`src/rtl/cache_mem_responder.sv`:
```
// Main-memory responder for the cache miss interface: one outstanding read/write, fixed latency.
// Optional MEM_STATS_EN adds saturating read/write completion counters (stat_reads, stat_writes).
module cache_mem_responder #(
    parameter int ADDR_W  = 5,
    parameter int DATA_W  = 8,
    parameter int LATENCY = 3
) (
    input  logic              clock,
    input  logic              reset,
    input  logic              req_valid,
    output logic              req_ready,
    input  logic              req_write,
    input  logic [ADDR_W-1:0] req_addr,
    input  logic [DATA_W-1:0] req_wdata,
    output logic              resp_valid,
    input  logic              resp_ready,
    output logic              resp_write,
    output logic [DATA_W-1:0] resp_rdata
`ifdef MEM_STATS_EN
    ,
    output logic [7:0]        stat_reads,
    output logic [7:0]        stat_writes
`endif
);
    // state | meaning
    // IDLE  | req_ready high, waiting for a request
    // WAIT  | request latched, latency counter running down
    // RESP  | response held until resp_ready
    typedef enum logic [1:0] {IDLE, WAIT, RESP} state_t;

    localparam int DEPTH   = 2 ** ADDR_W;
    localparam int LAT_EFF = (LATENCY < 1) ? 1 : LATENCY;
    localparam int CNT_W   = (LAT_EFF > 1) ? $clog2(LAT_EFF) : 1;
    localparam logic [CNT_W-1:0] CNT_LOAD = CNT_W'(LAT_EFF - 1);

    state_t            state_q, state_d;
    logic [CNT_W-1:0]  cnt_q, cnt_d;
    logic [ADDR_W-1:0] addr_q, addr_d;
    logic [DATA_W-1:0] wdata_q, wdata_d;
    logic              write_q, write_d;
    logic              resp_valid_q, resp_valid_d;
    logic              resp_write_q, resp_write_d;
    logic [DATA_W-1:0] resp_rdata_q, resp_rdata_d;
    logic              commit, resp_hs, mem_we;
    logic [DATA_W-1:0] addr_pat;

    // Storage holds data XOR address, so an all-zero power-up image reads back as word i = i.
    logic [DATA_W-1:0] mem_q [DEPTH];

    assign addr_pat = DATA_W'(addr_q);
    assign mem_we   = commit && write_q && !reset;

`ifdef MEM_STATS_EN
    logic [7:0] stat_reads_q, stat_reads_d;
    logic [7:0] stat_writes_q, stat_writes_d;
`endif

    always_comb begin
        state_d      = state_q;
        cnt_d        = cnt_q;
        addr_d       = addr_q;
        wdata_d      = wdata_q;
        write_d      = write_q;
        resp_valid_d = resp_valid_q;
        resp_write_d = resp_write_q;
        resp_rdata_d = resp_rdata_q;
        commit       = 1'b0;
        resp_hs      = 1'b0;
        unique case (state_q)
            IDLE: begin
                if (req_valid) begin
                    addr_d  = req_addr;
                    wdata_d = req_wdata;
                    write_d = req_write;
                    cnt_d   = CNT_LOAD;
                    state_d = WAIT;
                end
            end
            WAIT: begin
                if (cnt_q == '0) begin
                    commit       = 1'b1;
                    resp_valid_d = 1'b1;
                    resp_write_d = write_q;
                    resp_rdata_d = write_q ? wdata_q : (mem_q[addr_q] ^ addr_pat);
                    state_d      = RESP;
                end else begin
                    cnt_d = cnt_q - 1'b1;
                end
            end
            RESP: begin
                if (resp_ready) begin
                    resp_hs      = 1'b1;
                    resp_valid_d = 1'b0;
                    state_d      = IDLE;
                end
            end
            default: state_d = IDLE;
        endcase
    end

`ifdef MEM_STATS_EN
    always_comb begin
        stat_reads_d  = stat_reads_q;
        stat_writes_d = stat_writes_q;
        if (resp_hs && !write_q && stat_reads_q != 8'hFF)
            stat_reads_d = stat_reads_q + 8'd1;
        if (resp_hs && write_q && stat_writes_q != 8'hFF)
            stat_writes_d = stat_writes_q + 8'd1;
    end

    always_ff @(posedge clock) begin
        if (reset) begin
            stat_reads_q  <= 8'd0;
            stat_writes_q <= 8'd0;
        end else begin
            stat_reads_q  <= stat_reads_d;
            stat_writes_q <= stat_writes_d;
        end
    end

    assign stat_reads  = stat_reads_q;
    assign stat_writes = stat_writes_q;
`endif

    always_ff @(posedge clock) begin
        if (reset) begin
            state_q      <= IDLE;
            cnt_q        <= '0;
            addr_q       <= '0;
            wdata_q      <= '0;
            write_q      <= 1'b0;
            resp_valid_q <= 1'b0;
            resp_write_q <= 1'b0;
            resp_rdata_q <= '0;
        end else begin
            state_q      <= state_d;
            cnt_q        <= cnt_d;
            addr_q       <= addr_d;
            wdata_q      <= wdata_d;
            write_q      <= write_d;
            resp_valid_q <= resp_valid_d;
            resp_write_q <= resp_write_d;
            resp_rdata_q <= resp_rdata_d;
        end
    end

    // Array is deliberately outside reset: committed write-backs survive a reset.
    always_ff @(posedge clock) begin
        if (mem_we)
            mem_q[addr_q] <= wdata_q ^ addr_pat;
    end

    assign req_ready  = (state_q == IDLE);
    assign resp_valid = resp_valid_q;
    assign resp_write = resp_write_q;
    assign resp_rdata = resp_rdata_q;

endmodule

```
`config.mk`:
```
export PLATFORM = sky130hd
export DESIGN_NAME = cache_mem_responder
export DESIGN_NICKNAME = d
export VERILOG_FILES = /design/src/rtl/cache_mem_responder.sv
export SDC_FILE = /design/constraint.sdc
export NUM_CORES = 1
export LEC_CHECK = 0
export BUFFER_PORTS_ARGS = -buffer_cell sky130_fd_sc_hd__buf_2
export CAP_MARGIN = 20
export CELL_PAD_IN_SITES_DETAIL_PLACEMENT = 0
export CELL_PAD_IN_SITES_GLOBAL_PLACEMENT = 1
export CORE_MARGIN = 2
export CORE_UTILIZATION = 48
export DETAILED_ROUTE_END_ITERATION = 10
export HOLD_SLACK_MARGIN = 0.06
export PLACE_DENSITY = 0.75
export SYNTH_ARGS = -nofsm -noshare
export SYNTH_HDL_FRONTEND = slang
export SYNTH_SLANG_ARGS = --single-unit
export TNS_END_PERCENT = 1
```
`constraint.sdc`:
```
create_clock -name clock -period 2.3 [get_ports clock]
set_input_delay 0.115 -clock clock [delete_from_list [all_inputs] [get_ports clock]]
set_output_delay 0.115 -clock clock [all_outputs]
set_load 0.02 [all_outputs]
```
======== Word-level counts from Yosys, hierarchy flattened ========
Memories as Yosys holds them, arrays and structs flattened. A register that Yosys moved wholly into a read port is not among the register bits.
Cells that the tools add are included.
cells by class
  bitwise operators ....................... 2
  reduce and logical (&&, ||, !) cells .... 12
  muxes and demuxes ....................... 17
  eq/ne operators ......................... 6
  add/sub/neg operators ................... 1
operators with widths
  operator                                                             count
  8-bit by 5-bit XOR with 8-bit output                                 2
  2-bit two-way mux                                                    5
  5-bit two-way mux                                                    2
  3-bit AND reduction                                                  3
  8-bit two-way mux                                                    1
  2-bit inequality test (second input constant)                        4
  1-bit two-way mux                                                    6
  2-bit one-hot mux with 3 select lines                                1
  2-bit logical NOT                                                    2
  2-bit one-hot mux with 2 select lines                                1
  2-bit AND reduction                                                  2
  2-bit nonzero test                                                   2
  2-bit by 1-bit == test with 1-bit output (second input constant)     1
  2-bit == test (second input constant)                                1
  1-bit logical AND                                                    2
  1-bit one-hot mux with 2 select lines                                1
  2-bit by 1-bit subtractor with 2-bit output (second input constant)  1
  1-bit logical NOT                                                    1
storage, ports and cells
  output and inout bits ................... 11
  memories ................................ 1
  input port bits ......................... 18
  logic and storage cells ................. 47
  flip-flop bits (word level) ............. 28
  bits in writable memories ............... 256
memory list
  memory  depth  bits a word  rd ports  clocked after Yosys merged registers in  write ports  RTL line  text
  mem_q   32     8            1         1                                        1            48        logic [DATA_W-1:0] mem_q [DEPTH];

======== Depth between registers and ports, before layout ========
  word-level depth ........................ 7
  gate-level depth with buffers ........... 9
  depth with buffers taken out ............ 8

======== Least setup slack after synthesis ========
Ideal clock, no wire load.
  kind .................................... register to register
  start ................................... register cnt_q[0]
  end ..................................... memory mem_q[0][0] (enable)
  setup time .............................. 0.370 ns
  buffers on the path ..................... 1
  data arrival time ....................... 1.924 ns
  required time ........................... 1.930 ns
  period minus slack after synthesis ...... 2.294 ns
  stages on the path, launching flop included .. 9
  slack ................................... 0.006 ns
  cell sequence ........................... dfxtp_1 inv_1 ha_1 nand2_1 nor2_2 nand3b_1 or3_1 clkbuf_1 nor2_1
between the ends
  cells in the longest elaborated chain, start to end .. 7
ends and longest elaborated chain
  what                                     RTL line  text
  from (decl)                              37        logic [CNT_W-1:0] cnt_q, cnt_d;
  from (signal assigned)                   137       cnt_q <= cnt_d;
  2-bit logical NOT                        80        if (cnt_q == '0) begin
  1-bit two-way mux                        80
  1-bit two-way mux                        69        unique case (state_q)
  1-bit logical AND (2 in a row)           51        assign mem_we = commit && write_q && !reset;
  1-bit two-way mux                        149       if (mem_we)
  1-bit two-way mux (implied by the code)  150       mem_q[addr_q] <= wdata_q ^ addr_pat;
  to (decl)                                48
Every way passes these cells.

==> flow_metrics.tcl <==
set metrics [dict create \
    final-hold-violation-count 0 \
    ys_warn_count 0 \
    start_util 0.487 \
    final_max_slew_viol_count 0 \
    ir_drop_uv 722 \
    layout_common_cells "256 x edfxtp_1, 76 x buf_4, 58 x mux2i_1, 57 x nand2_1, 45 x nor2_1" \
    crit_buf_inv 1 \
    row_count 56 \
    ys_types 41 \
    worstSetupPathType "flop to flop" \
    p_leak_uw 0.00463 \
    fmax_mhz 450 \
    io_buffers 28 \
    synth_seq_cells 289 \
    wirelength_um 26000 \
    grt_pass1_wl_um 38900 \
    period_share 0.966 \
    antenna_cells 0 \
    cts_tree "done" \
    grt_use_total 0.214 \
    end_kind "flop" \
    wl_per_cell_um 22.5 \
    grt_overflow 0 \
    power_density_nw_per_um2 866 \
    io_pins 29 \
    max_cap_viol_count 0 \
    setup_viol 0 \
    die_h_um 158 \
    cts_buffers 30 \
    holdCritPathClass "input port to flop" \
    slew_headroom 0.515 \
    worstPathArrival_ns 2.66 \
    first_pass_iters 5 \
    syn2layout_area_growth_pct 20.2 \
    place_congestion 0.935 \
    tightest_slew_ns 0.726 \
    worstPathMaxFanout 30 \
    crit_required_ns 2.74 \
    place_area_um2 12500 \
    die-area_um2 25000 \
    status "completed" \
    cts-htree-levels 1 \
    core-area_um2 23400 \
    crit_path_cell_trace "buf_12 -> mux2_2 -> o22ai_1 -> a221oi_1 -> o2bb2ai_2 -> or3_1 -> a31o_1" \
    grt_start_max_net_pins 35 \
    syn_area_um2 11400 \
    synth_fp_nets 704 \
    post-route-drc-count 0 \
    fin_nets 831 \
    final_common_cell "edfxtp_1" \
    max_stage_delay_ns 0.45 \
    fill_cells 1817 \
    numClockSinks 289 \
    netlist_instances 685 \
    cp_top_family "compound AO/OA/AOI/OAI gates" \
    regArea_um2 8350 \
    via_per_inst 5.57 \
    dp_slack_ns 0.0862 \
    ys_seq_area_frac 0.732 \
    drive_above_1_share 0.260 \
    crit_slowest_cell "dfxtp_4" \
    skew_ns 0.0101 \
    vias 6425 \
    period_minus_slack_ns 2.22 \
    drtIter0Drc 576 \
    clock_latency_ns 0.54 \
    clock_path_buffers 3 \
    grt_setup_unrepaired "yes" \
    clkTransAtPathRegs_ns 0.06 \
    antenna_found_initial 0 \
    finalInstanceArea_um2 13700 \
    multiInputGateArea_um2 2890 \
    grt_pass1_vias 6480 \
    hpwlAfterDp_um 17400 \
    cp-start-kind "flop" \
    syn_area_per_cell_um2 16.7 \
    fin_util 0.586 \
    fin_ws_ns 0.0774 \
    antenna_left 0 \
    die_width_um 158 \
    cts_root_buf "clkbuf_16" \
]
## repair_timing
| action | in CTS | in global routing |
|---|---|---|
| setup buffers | 0 | 0 |
| endpoints found under the setup margin | 0 | 4 |
| gates resized for setup | 0 | 4 |
| hold endpoints to repair | 24 | 0 |
| hold buffers | 22 | 0 |
## state kept, by name, indices dropped and copies added, names as in the netlist, named ones only
name	cells
resp_write	1
mem_q	256
write_q	1
resp_rdata	8
addr_q	5
cnt_q	2
resp_valid	1
wdata_q	8
state_q	2
## worst min-delay path, cell delays in order
cell and delay [ns]:
dlygate4sd3_1 0.53, buf_2 0.12, nand2_1 0.05, a21oi_1 0.05
## layer usage
layer	GRT usage	wire length, µm
met1	0.293	10900
met5	0	0
met4	0.0511	405
met3	0.0345	1720
met2	0.362	12900
## where the power goes
group	internal [µW]	switching [µW]	leakage [µW]
combinational	397	621	0.00151
sequential	5860	86.9	0.00264
clock	3010	1910	0.000483
total	9260	2620	0.00463
## stage by stage
stage / setup TNS [ns] / hold slack (ns) / power, µW / cells
after global routing: -0.0206 / 0.385 / 12300 / 1154
after global placement: 0 / 0.361 / 7000 / 1077
after floorplan: 0 / 0.251 / 6620 / 685
after detailed placement: 0 / 0.362 / 7030 / 1077
final: 0 / 0.367 / 11900 / 1154
after CTS: 0 / 0.360 / 12000 / 1154
## final cells by class
| cell class | instances | area share |
|---|---|---|
| inverters | 4 | 0.00109 |
| flip-flops and latches | 289 | 0.609 |
| repair buffers | 131 | 0.0752 |
| clock inverters | 20 | 0.0171 |
| multi-input cells | 356 | 0.211 |
| well taps | 319 | 0.0291 |
| clock buffers | 35 | 0.0577 |
## logic make-up after synthesis
family                   Yosys count  share of synthesized area
flip-flops                       289                      0.732
AND/OR/NAND/NOR                  142                     0.0555
multiplexers                     110                      0.133
AO/OA/AOI/OAI                     98                     0.0563
buffers and inverters             40                     0.0188
XOR/XNOR                           5                    0.00384
adder cells (fa/ha/maj)            1                    0.00110
## path summary, 6_finish.rpt
path / startpoint / endpoint / slack, ns / cells after the start
min reg2reg: resp_write$_SDFFE_PP0N_ / resp_write$_SDFFE_PP0N_ / 0.47 / 2
max: flop / resp_rdata[3]$_SDFFE_PP0N_ / 0.08 / 7
min: req_write / write_q$_SDFFE_PP0N_ / 0.37 / 4
max reg2reg: flop / resp_rdata[3]$_SDFFE_PP0N_ / 0.08 / 7
## Yosys cell counts (all sizes together)
library cell / number / share of area
nor2b: 6 / 0.0033
inv: 4 / 0.0013
o2bb2ai: 4 / 0.0031
a31o: 7 / 0.0054
nand2: 57 / 0.019
edfxtp: 256 / 0.67
nand3b: 4 / 0.0026
a22oi: 18 / 0.012
a21oi: 26 / 0.011
a22o: 1 / 0.00077
o211ai: 1 / 0.00066
a221o: 4 / 0.0035
o2111ai: 1 / 0.00077
mux2i: 58 / 0.051
nor2: 47 / 0.016
ha: 1 / 0.0011
o22ai: 8 / 0.0044
clkbuf: 16 / 0.0053
and3: 2 / 0.0011
or3: 7 / 0.0038
or3b: 3 / 0.0023
nand3: 10 / 0.0044
dfxtp: 33 / 0.058
mux2: 21 / 0.021
a221oi: 6 / 0.0046
nor3b: 1 / 0.00066
mux4: 31 / 0.061
xor2: 5 / 0.0038
o21ai: 21 / 0.0092
nand2b: 2 / 0.0011
buf: 20 / 0.012
and2: 2 / 0.0011
o21bai: 1 / 0.00066
nor3: 1 / 0.00044
Note: power is estimated with default switching activity, not from simulation.
